===== config.mk =====
export PLATFORM = sky130hd
export DESIGN_NAME = muldiv_unit
export DESIGN_NICKNAME = d
export VERILOG_FILES = /design/src/rtl/muldiv_unit_pkg.sv /design/src/rtl/muldiv_unit_step.sv /design/src/rtl/muldiv_unit.sv
export SDC_FILE = /design/constraint.sdc
export NUM_CORES = 1
export LEC_CHECK = 0
export ABC_AREA = 0
export CAP_MARGIN = 20
export CORE_ASPECT_RATIO = 0.75
export CORE_MARGIN = 8
export CORE_UTILIZATION = 30
export DETAILED_ROUTE_END_ITERATION = 6
export PLACE_DENSITY = 0.46
export SLEW_MARGIN = 20
export SYNTH_ARGS = -nofsm -noshare
export SYNTH_HDL_FRONTEND = slang
export SYNTH_SLANG_ARGS = --single-unit

===== constraint.sdc =====
create_clock -name clk -period 4.6 [get_ports clk]
set_input_delay 1.15 -clock clk [delete_from_list [all_inputs] [get_ports clk]]
set_output_delay 1.15 -clock clk [all_outputs]
set_load 0.03 [all_outputs]

===== src/rtl/muldiv_unit_pkg.sv =====
// Shared constants for the HI/LO multiply/divide unit: decoder ALU control
// codes and FSM state encodings.
package muldiv_unit_pkg;

    localparam logic [4:0] ALU_MUL  = 5'd16;
    localparam logic [4:0] ALU_MULU = 5'd17;
    localparam logic [4:0] ALU_DIV  = 5'd18;
    localparam logic [4:0] ALU_DIVU = 5'd19;
    localparam logic [4:0] ALU_MFHI = 5'd20;
    localparam logic [4:0] ALU_MFLO = 5'd21;

    localparam logic [1:0] MD_IDLE = 2'd0;
    localparam logic [1:0] MD_CALC = 2'd1;
    localparam logic [1:0] MD_FIX  = 2'd2;

    function automatic logic is_md_op(input logic [4:0] ctrl);
        return (ctrl == ALU_MUL) || (ctrl == ALU_MULU) ||
               (ctrl == ALU_DIV) || (ctrl == ALU_DIVU);
    endfunction

    function automatic logic is_mf_op(input logic [4:0] ctrl);
        return (ctrl == ALU_MFHI) || (ctrl == ALU_MFLO);
    endfunction

endpackage


===== src/rtl/muldiv_unit_step.sv =====
// One combinational iteration: shift-add multiply or restoring divide on a
// 2*WIDTH accumulator ({upper, lower} = {partial/remainder, multiplier/quotient}).
module muldiv_step #(
    parameter int WIDTH = 32
) (
    input  logic               div_i,
    input  logic [2*WIDTH-1:0] acc_i,
    input  logic [WIDTH-1:0]   operand_i,
    output logic [2*WIDTH-1:0] acc_o
);

    logic [WIDTH:0] sum;
    logic [WIDTH:0] shifted;
    logic [WIDTH:0] diff;

    always_comb begin
        sum     = {1'b0, acc_i[2*WIDTH-1:WIDTH]} + (acc_i[0] ? {1'b0, operand_i} : '0);
        // Remainder shifted left with the next dividend bit; top bit of diff is the borrow.
        shifted = acc_i[2*WIDTH-1:WIDTH-1];
        diff    = shifted - {1'b0, operand_i};
        if (div_i) begin
            if (!diff[WIDTH]) begin
                acc_o = {diff[WIDTH-1:0], acc_i[WIDTH-2:0], 1'b1};
            end else begin
                acc_o = {shifted[WIDTH-1:0], acc_i[WIDTH-2:0], 1'b0};
            end
        end else begin
            acc_o = {sum, acc_i[WIDTH-1:1]};
        end
    end

endmodule


===== src/rtl/muldiv_unit.sv =====
// Iterative HI/LO multiply/divide unit with MFHI/MFLO read-back and stall.
// Define MULDIV_FAST_MUL_EN to compute MUL/MULU with a single-cycle product.
module muldiv_unit
    import muldiv_unit_pkg::*;
#(
    parameter int WIDTH = 32
) (
    input  logic             clk,
    input  logic             reset,
    input  logic             start,
    input  logic [4:0]       alu_ctrl,
    input  logic [WIDTH-1:0] src_a,
    input  logic [WIDTH-1:0] src_b,
    output logic             busy,
    output logic             done,
    output logic             stall,
    output logic [WIDTH-1:0] hi,
    output logic [WIDTH-1:0] lo,
    output logic [WIDTH-1:0] rd_data
);

    localparam int CW = $clog2(WIDTH);

    logic [1:0]         state_q, state_d;
    logic [CW-1:0]      cnt_q, cnt_d;
    logic [2*WIDTH-1:0] acc_q, acc_d;
    logic [WIDTH-1:0]   opnd_q, opnd_d;
    logic               is_div_q, is_div_d;
    logic               neg_q_q, neg_q_d;
    logic               neg_r_q, neg_r_d;
    logic               dbz_q, dbz_d;
    logic [WIDTH-1:0]   hi_q, hi_d;
    logic [WIDTH-1:0]   lo_q, lo_d;
    logic               done_q, done_d;

    logic               signed_op, op_div, sign_a, sign_b;
    logic [WIDTH-1:0]   mag_a, mag_b, quot, rem;
    logic [2*WIDTH-1:0] step_acc, product;

    assign signed_op = (alu_ctrl == ALU_MUL) || (alu_ctrl == ALU_DIV);
    assign op_div    = (alu_ctrl == ALU_DIV) || (alu_ctrl == ALU_DIVU);
    assign sign_a    = signed_op && src_a[WIDTH-1];
    assign sign_b    = signed_op && src_b[WIDTH-1];
    assign mag_a     = sign_a ? -src_a : src_a;
    assign mag_b     = sign_b ? -src_b : src_b;

    // Signs were stripped at launch; restore them on the finished magnitudes.
    assign product = neg_q_q ? -acc_q : acc_q;
    assign quot    = neg_q_q ? -acc_q[WIDTH-1:0] : acc_q[WIDTH-1:0];
    assign rem     = neg_r_q ? -acc_q[2*WIDTH-1:WIDTH] : acc_q[2*WIDTH-1:WIDTH];

    muldiv_step #(.WIDTH(WIDTH)) u_step (
        .div_i     (is_div_q),
        .acc_i     (acc_q),
        .operand_i (opnd_q),
        .acc_o     (step_acc)
    );

    always_comb begin
        // NOTE: every next-state signal takes its current value first so no path infers a latch.
        state_d  = state_q;
        cnt_d    = cnt_q;
        acc_d    = acc_q;
        opnd_d   = opnd_q;
        is_div_d = is_div_q;
        neg_q_d  = neg_q_q;
        neg_r_d  = neg_r_q;
        dbz_d    = dbz_q;
        hi_d     = hi_q;
        lo_d     = lo_q;
        done_d   = 1'b0;
        case (state_q)
            MD_IDLE: begin
                if (start && is_md_op(alu_ctrl)) begin
                    is_div_d = op_div;
                    acc_d    = {{WIDTH{1'b0}}, (op_div ? mag_a : mag_b)};
                    opnd_d   = op_div ? mag_b : mag_a;
                    neg_q_d  = sign_a ^ sign_b;
                    neg_r_d  = sign_a;
                    dbz_d    = op_div && (src_b == '0);
                    cnt_d    = '0;
                    state_d  = MD_CALC;
                end
            end
            MD_CALC: begin
`ifdef MULDIV_FAST_MUL_EN
                if (!is_div_q) begin
                    acc_d   = {{WIDTH{1'b0}}, opnd_q} * {{WIDTH{1'b0}}, acc_q[WIDTH-1:0]};
                    state_d = MD_FIX;
                end else begin
                    acc_d = step_acc;
                    cnt_d = cnt_q + 1'b1;
                    if (cnt_q == CW'(WIDTH - 1)) state_d = MD_FIX;
                end
`else
                acc_d = step_acc;
                cnt_d = cnt_q + 1'b1;
                if (cnt_q == CW'(WIDTH - 1)) state_d = MD_FIX;
`endif
            end
            MD_FIX: begin
                if (is_div_q) begin
                    lo_d = dbz_q ? '1 : quot;
                    hi_d = rem;
                end else begin
                    hi_d = product[2*WIDTH-1:WIDTH];
                    lo_d = product[WIDTH-1:0];
                end
                done_d  = 1'b1;
                state_d = MD_IDLE;
            end
            default: state_d = MD_IDLE;
        endcase
    end

    always_ff @(posedge clk) begin
        // NOTE: sequential state uses non-blocking assignments so all registers update together.
        if (reset) begin
            state_q  <= MD_IDLE;
            cnt_q    <= '0;
            acc_q    <= '0;
            opnd_q   <= '0;
            is_div_q <= 1'b0;
            neg_q_q  <= 1'b0;
            neg_r_q  <= 1'b0;
            dbz_q    <= 1'b0;
            hi_q     <= '0;
            lo_q     <= '0;
            done_q   <= 1'b0;
        end else begin
            state_q  <= state_d;
            cnt_q    <= cnt_d;
            acc_q    <= acc_d;
            opnd_q   <= opnd_d;
            is_div_q <= is_div_d;
            neg_q_q  <= neg_q_d;
            neg_r_q  <= neg_r_d;
            dbz_q    <= dbz_d;
            hi_q     <= hi_d;
            lo_q     <= lo_d;
            done_q   <= done_d;
        end
    end

    assign busy    = (state_q != MD_IDLE);
    assign done    = done_q;
    assign hi      = hi_q;
    assign lo      = lo_q;
    assign stall   = is_mf_op(alu_ctrl) && busy;
    assign rd_data = (alu_ctrl == ALU_MFHI) ? hi_q :
                     (alu_ctrl == ALU_MFLO) ? lo_q : '0;

endmodule

==> results.json, run 1 <==
{
  "status": "finished, final reports clean",
  "start_util": 0.304,
  "hold_viol_final": 0,
  "cp-start-kind": "flip-flop",
  "die_h_um": 206,
  "place_inst": 2670,
  "yosys.area_share.adder": 0.0637,
  "finalSetupTns_ns": 0,
  "p_leak_nw": 6.48,
  "htreeDepth": 4,
  "worst-setup-path-type": "reg -> reg",
  "via_count": 14900,
  "firstDrtPassIters": 5,
  "drive_gt1_frac": 0.0819,
  "cp_data_arrival_time_ns": 4.53,
  "fmaxAchievable_mhz": 240,
  "ys_types": 76,
  "rsz0062_at_grt": "no",
  "clockBufferDepth": 2,
  "fin_util": 0.368,
  "wl_met3_mm": 4.99,
  "clkLatencyLatePin_ns": 0.46,
  "synth_top_family_by_area": "compound AO/OA/AOI/OAI gates",
  "grt_remaining_overflow": 0,
  "clk_pin_slew_worst_paths_ns": 0.07,
  "hold_path_class": "reg -> reg",
  "nets": 2194,
  "required_ns": 4.97,
  "cts-root-buf": "clkbuf_16",
  "tritoncts": "done",
  "pin_count": 171,
  "synth_ff_type": "dfxtp_1",
  "fp.coreArea_mm2": 0.0473,
  "grt_pass1_wl_mm": 87.6,
  "syn_to_final_growth_pct": 21.0,
  "crit_path_cell_trace": "inv_1 -> nor2_1 -> ha_1 -> a21oi_1 -> o21ai_0 -> o211ai_1 -> a21oi_1 -> o22ai_1 -> o31a_1 -> o211ai_1 -> o311ai_0 -> a32oi_1",
  "cts_hold_buf": 0,
  "vdd_drop_max_mv": 0.216,
  "n_fill_cell": 5073,
  "met1_length_mm": 31.0,
  "syn_avg_cell_area_um2": 7.44,
  "slowest_stage": "inv_1",
  "synthXorXnorAreaFrac": 0.102,
  "finalPower_mw": 3.90,
  "slew_headroom": 0.283,
  "grt.total_usage": 0.207,
  "max_cap_violations": 0,
  "finalNonFillerCells": 2702,
  "ys_seq_area_frac": 0.240,
  "synthMuxAreaShare": 0.0652,
  "antenna_left": 0,
  "synthSimpleGateAreaFrac": 0.207,
  "r2r_slack_ns": 0.44,
  "route.detailed.drc": 0,
  "timing.final.crit_share": 0.905,
  "fp.dieW_um": 269,
  "critPathCaptureType": "flip-flop",
  "p_switching_mw": 1.22,
  "dr_wl_met2_mm": 22.5,
  "seqPwrFrac": 0.398,
  "synthesis.area_mm2": 0.0144,
  "first_iter_violations": 1221,
  "p_int_mw": 2.68,
  "wire_per_inst_um": 21.9,
  "path_buf_inv": 1,
  "routed_wl_mm": 59.2,
  "switching_share": 0.313,
  "cts_resized": 0,
  "placed_area_mm2": 0.0168,
  "ys_ff_latch": 172,
  "cts_made_buffers": 17,
  "synthCells": 1931,
  "crit_fanout": 19,
  "clock-sinks": 172,
  "port_buffers": 170,
  "synth_compound_area_frac": 0.270,
  "clockPowerShare": 0.386,
  "p_comb_frac": 0.217,
  "post_cts_buffers": 0,
  "synth.net_count": 2075,
  "top_layer": "met4",
  "timing.final.crit_period_ns": 4.16,
  "post_drt_via_cell_ratio": 5.51,
  "grt_pass1_vias": 13500,
  "ys_async_sr_fraction": 0,
  "row_count": 69,
  "gp_congestion": 0.891,
  "crit_path_max_incr_delay_ns": 0.62,
  "crit_family": "compound AO/OA/AOI/OAI gates",
  "die_area_mm2": 0.0552,
  "final_cell_area_mm2": 0.0174,
  "hpwl_mm": 47.9,
  "synth_edf_count": 0,
  "power_density_mw_per_mm2": 224,
  "setup_viol": 0,
  "synth_warnings": 0,
  "grt_max_degree": 77,
  "antenna_found_initial": 0,
  "skew_ns": 0.0178,
  "maxSlewViolCount": 0,
  "antenna_cells": 0,
  "worst_slew_pin_slew_ns": 1.07
}
==> sequential cells by signal, summed over array words and instances, names as in the netlist <==
| name | cells |
|---|---|
| neg_r_q | 1 |
| lo | 32 |
| hi | 32 |
| acc_q | 64 |
| neg_q_q | 1 |
| cnt_q | 5 |
| opnd_q | 32 |
| dbz_q | 1 |
| done | 1 |
| is_div_q | 1 |
| state_q | 2 |
==> power by group through the flow <==
stage | combinational (mW) | clock (mW) | sequential [mW]
detailed placement | 0.833 | 0 | 1.58
floorplan | 0.543 | 0 | 1.56
finish | 0.844 | 1.50 | 1.55
global placement | 0.833 | 0 | 1.58
global route | 0.908 | 1.61 | 1.55
CTS | 0.836 | 1.54 | 1.55
==> layout by cell type (no fill, tap or decap), types with 7 or more instances in the layout <==
master           count
and3_1              10
o31ai_1             31
nor2_1             242
a21oi_1            172
nand2b_1            21
o41ai_1             16
or2_2                8
a221oi_1            12
dfxtp_1            171
o221ai_1             8
ha_1                70
o21a_1               7
mux2i_1             88
a31oi_1             15
o211ai_1            37
a21o_1              26
a22oi_1             12
clkdlybuf4s50_1    135
a211oi_1            98
nand2_1            187
xor2_1              90
inv_1               55
nand4_1             10
o21bai_1             7
o21ai_0            105
clkbuf_16           17
buf_4               90
or4_1               13
nor4_1              11
xnor2_1             78
and2_1              10
a311oi_1             7
nand3_1             26
or3_1               27
nor2b_1             13
nor3_1              30
==> metrics by stage <==
stage | setup WS [ns] | hold slack, ns
after floorplan | 0.840 | 0.432
after global placement | 0.180 | 0.443
after detailed placement | 0.133 | 0.449
after CTS | 0.544 | 0.457
after global routing | 0.213 | 0.467
final | 0.438 | 0.456
==> cell usage after synthesis (27+ instances only) <==
library cell | instances | area [um^2]
nand3_1 | 27 | 135
mux2i_1 | 88 | 881
a211oi_1 | 98 | 736
o21ai_0 | 105 | 526
or3_1 | 27 | 169
xnor2_1 | 78 | 683
xor2_1 | 90 | 788
ha_1 | 70 | 876
dfxtp_1 | 172 | 3440
nor3_1 | 30 | 150
inv_1 | 55 | 206
o31ai_1 | 31 | 233
clkbuf_1 | 100 | 375
a21oi_1 | 173 | 866
nand2_1 | 188 | 706
nor2_1 | 245 | 920
o211ai_1 | 37 | 278
==> cell type report <==
class                           instances  area (um^2)  area share
Clock inverter                         12          150     0.00863
Timing Repair Buffer                  231         2130       0.123
Sequential cell                       172         3440       0.198
Tap cell                              639          800      0.0460
Clock buffer                           20          437      0.0251
Multi-Input combinational cell       1573        10200       0.588
Inverter                               55          206      0.0119
==> logic make-up (layout without fill, tap and decap cells) <==
kind of cell / Yosys count / count (layout)
mux: 93 / 93
fa+ha+maj: 72 / 72
simple gates: 644 / 644
xor+xnor: 168 / 168
compound gates: 596 / 596
flops: 172 / 172
buf+inv: 186 / 318
==> layer usage <==
| layer | GRT usage | up-vias |
|---|---|---|
| met5 | 0 | - |
| met3 | 0.0499 | 35 |
| met1 | 0.326 | 7089 |
| li1 | - | 7255 |
| met4 | 0.0382 | 0 |
| met2 | 0.275 | 515 |
==> path summary, 6_finish.rpt <==
path                                 from         to  cells after the start
worst max-delay path             acc_q[0]  acc_q[63]                     12
worst min-delay path            opnd_q[3]  opnd_q[3]                      2
worst max register to register   acc_q[0]  acc_q[63]                     12
worst min register to register  opnd_q[3]  opnd_q[3]                      2
==> worst min-delay path, delay by kind of cell (launching register included) <==
family	cells	cell delay, ns
simple gates	1	0.05
flops	1	0.31
compound gates	1	0.05
No activity file was read; power rests on OpenSTA's default activity.
==> inputs of run 2 (changes only) <==
--- a/config.mk
+++ b/config.mk
@@ -12,6 +12,7 @@
 export CORE_UTILIZATION = 30
 export DETAILED_ROUTE_END_ITERATION = 6
 export PLACE_DENSITY = 0.46
+export SETUP_SLACK_MARGIN = 0.15
 export SLEW_MARGIN = 20
 export SYNTH_ARGS = -nofsm -noshare
 export SYNTH_HDL_FRONTEND = slang
==> results of run 2 <==
The final DEF is identical to that of run 1; final timing and power are the same.
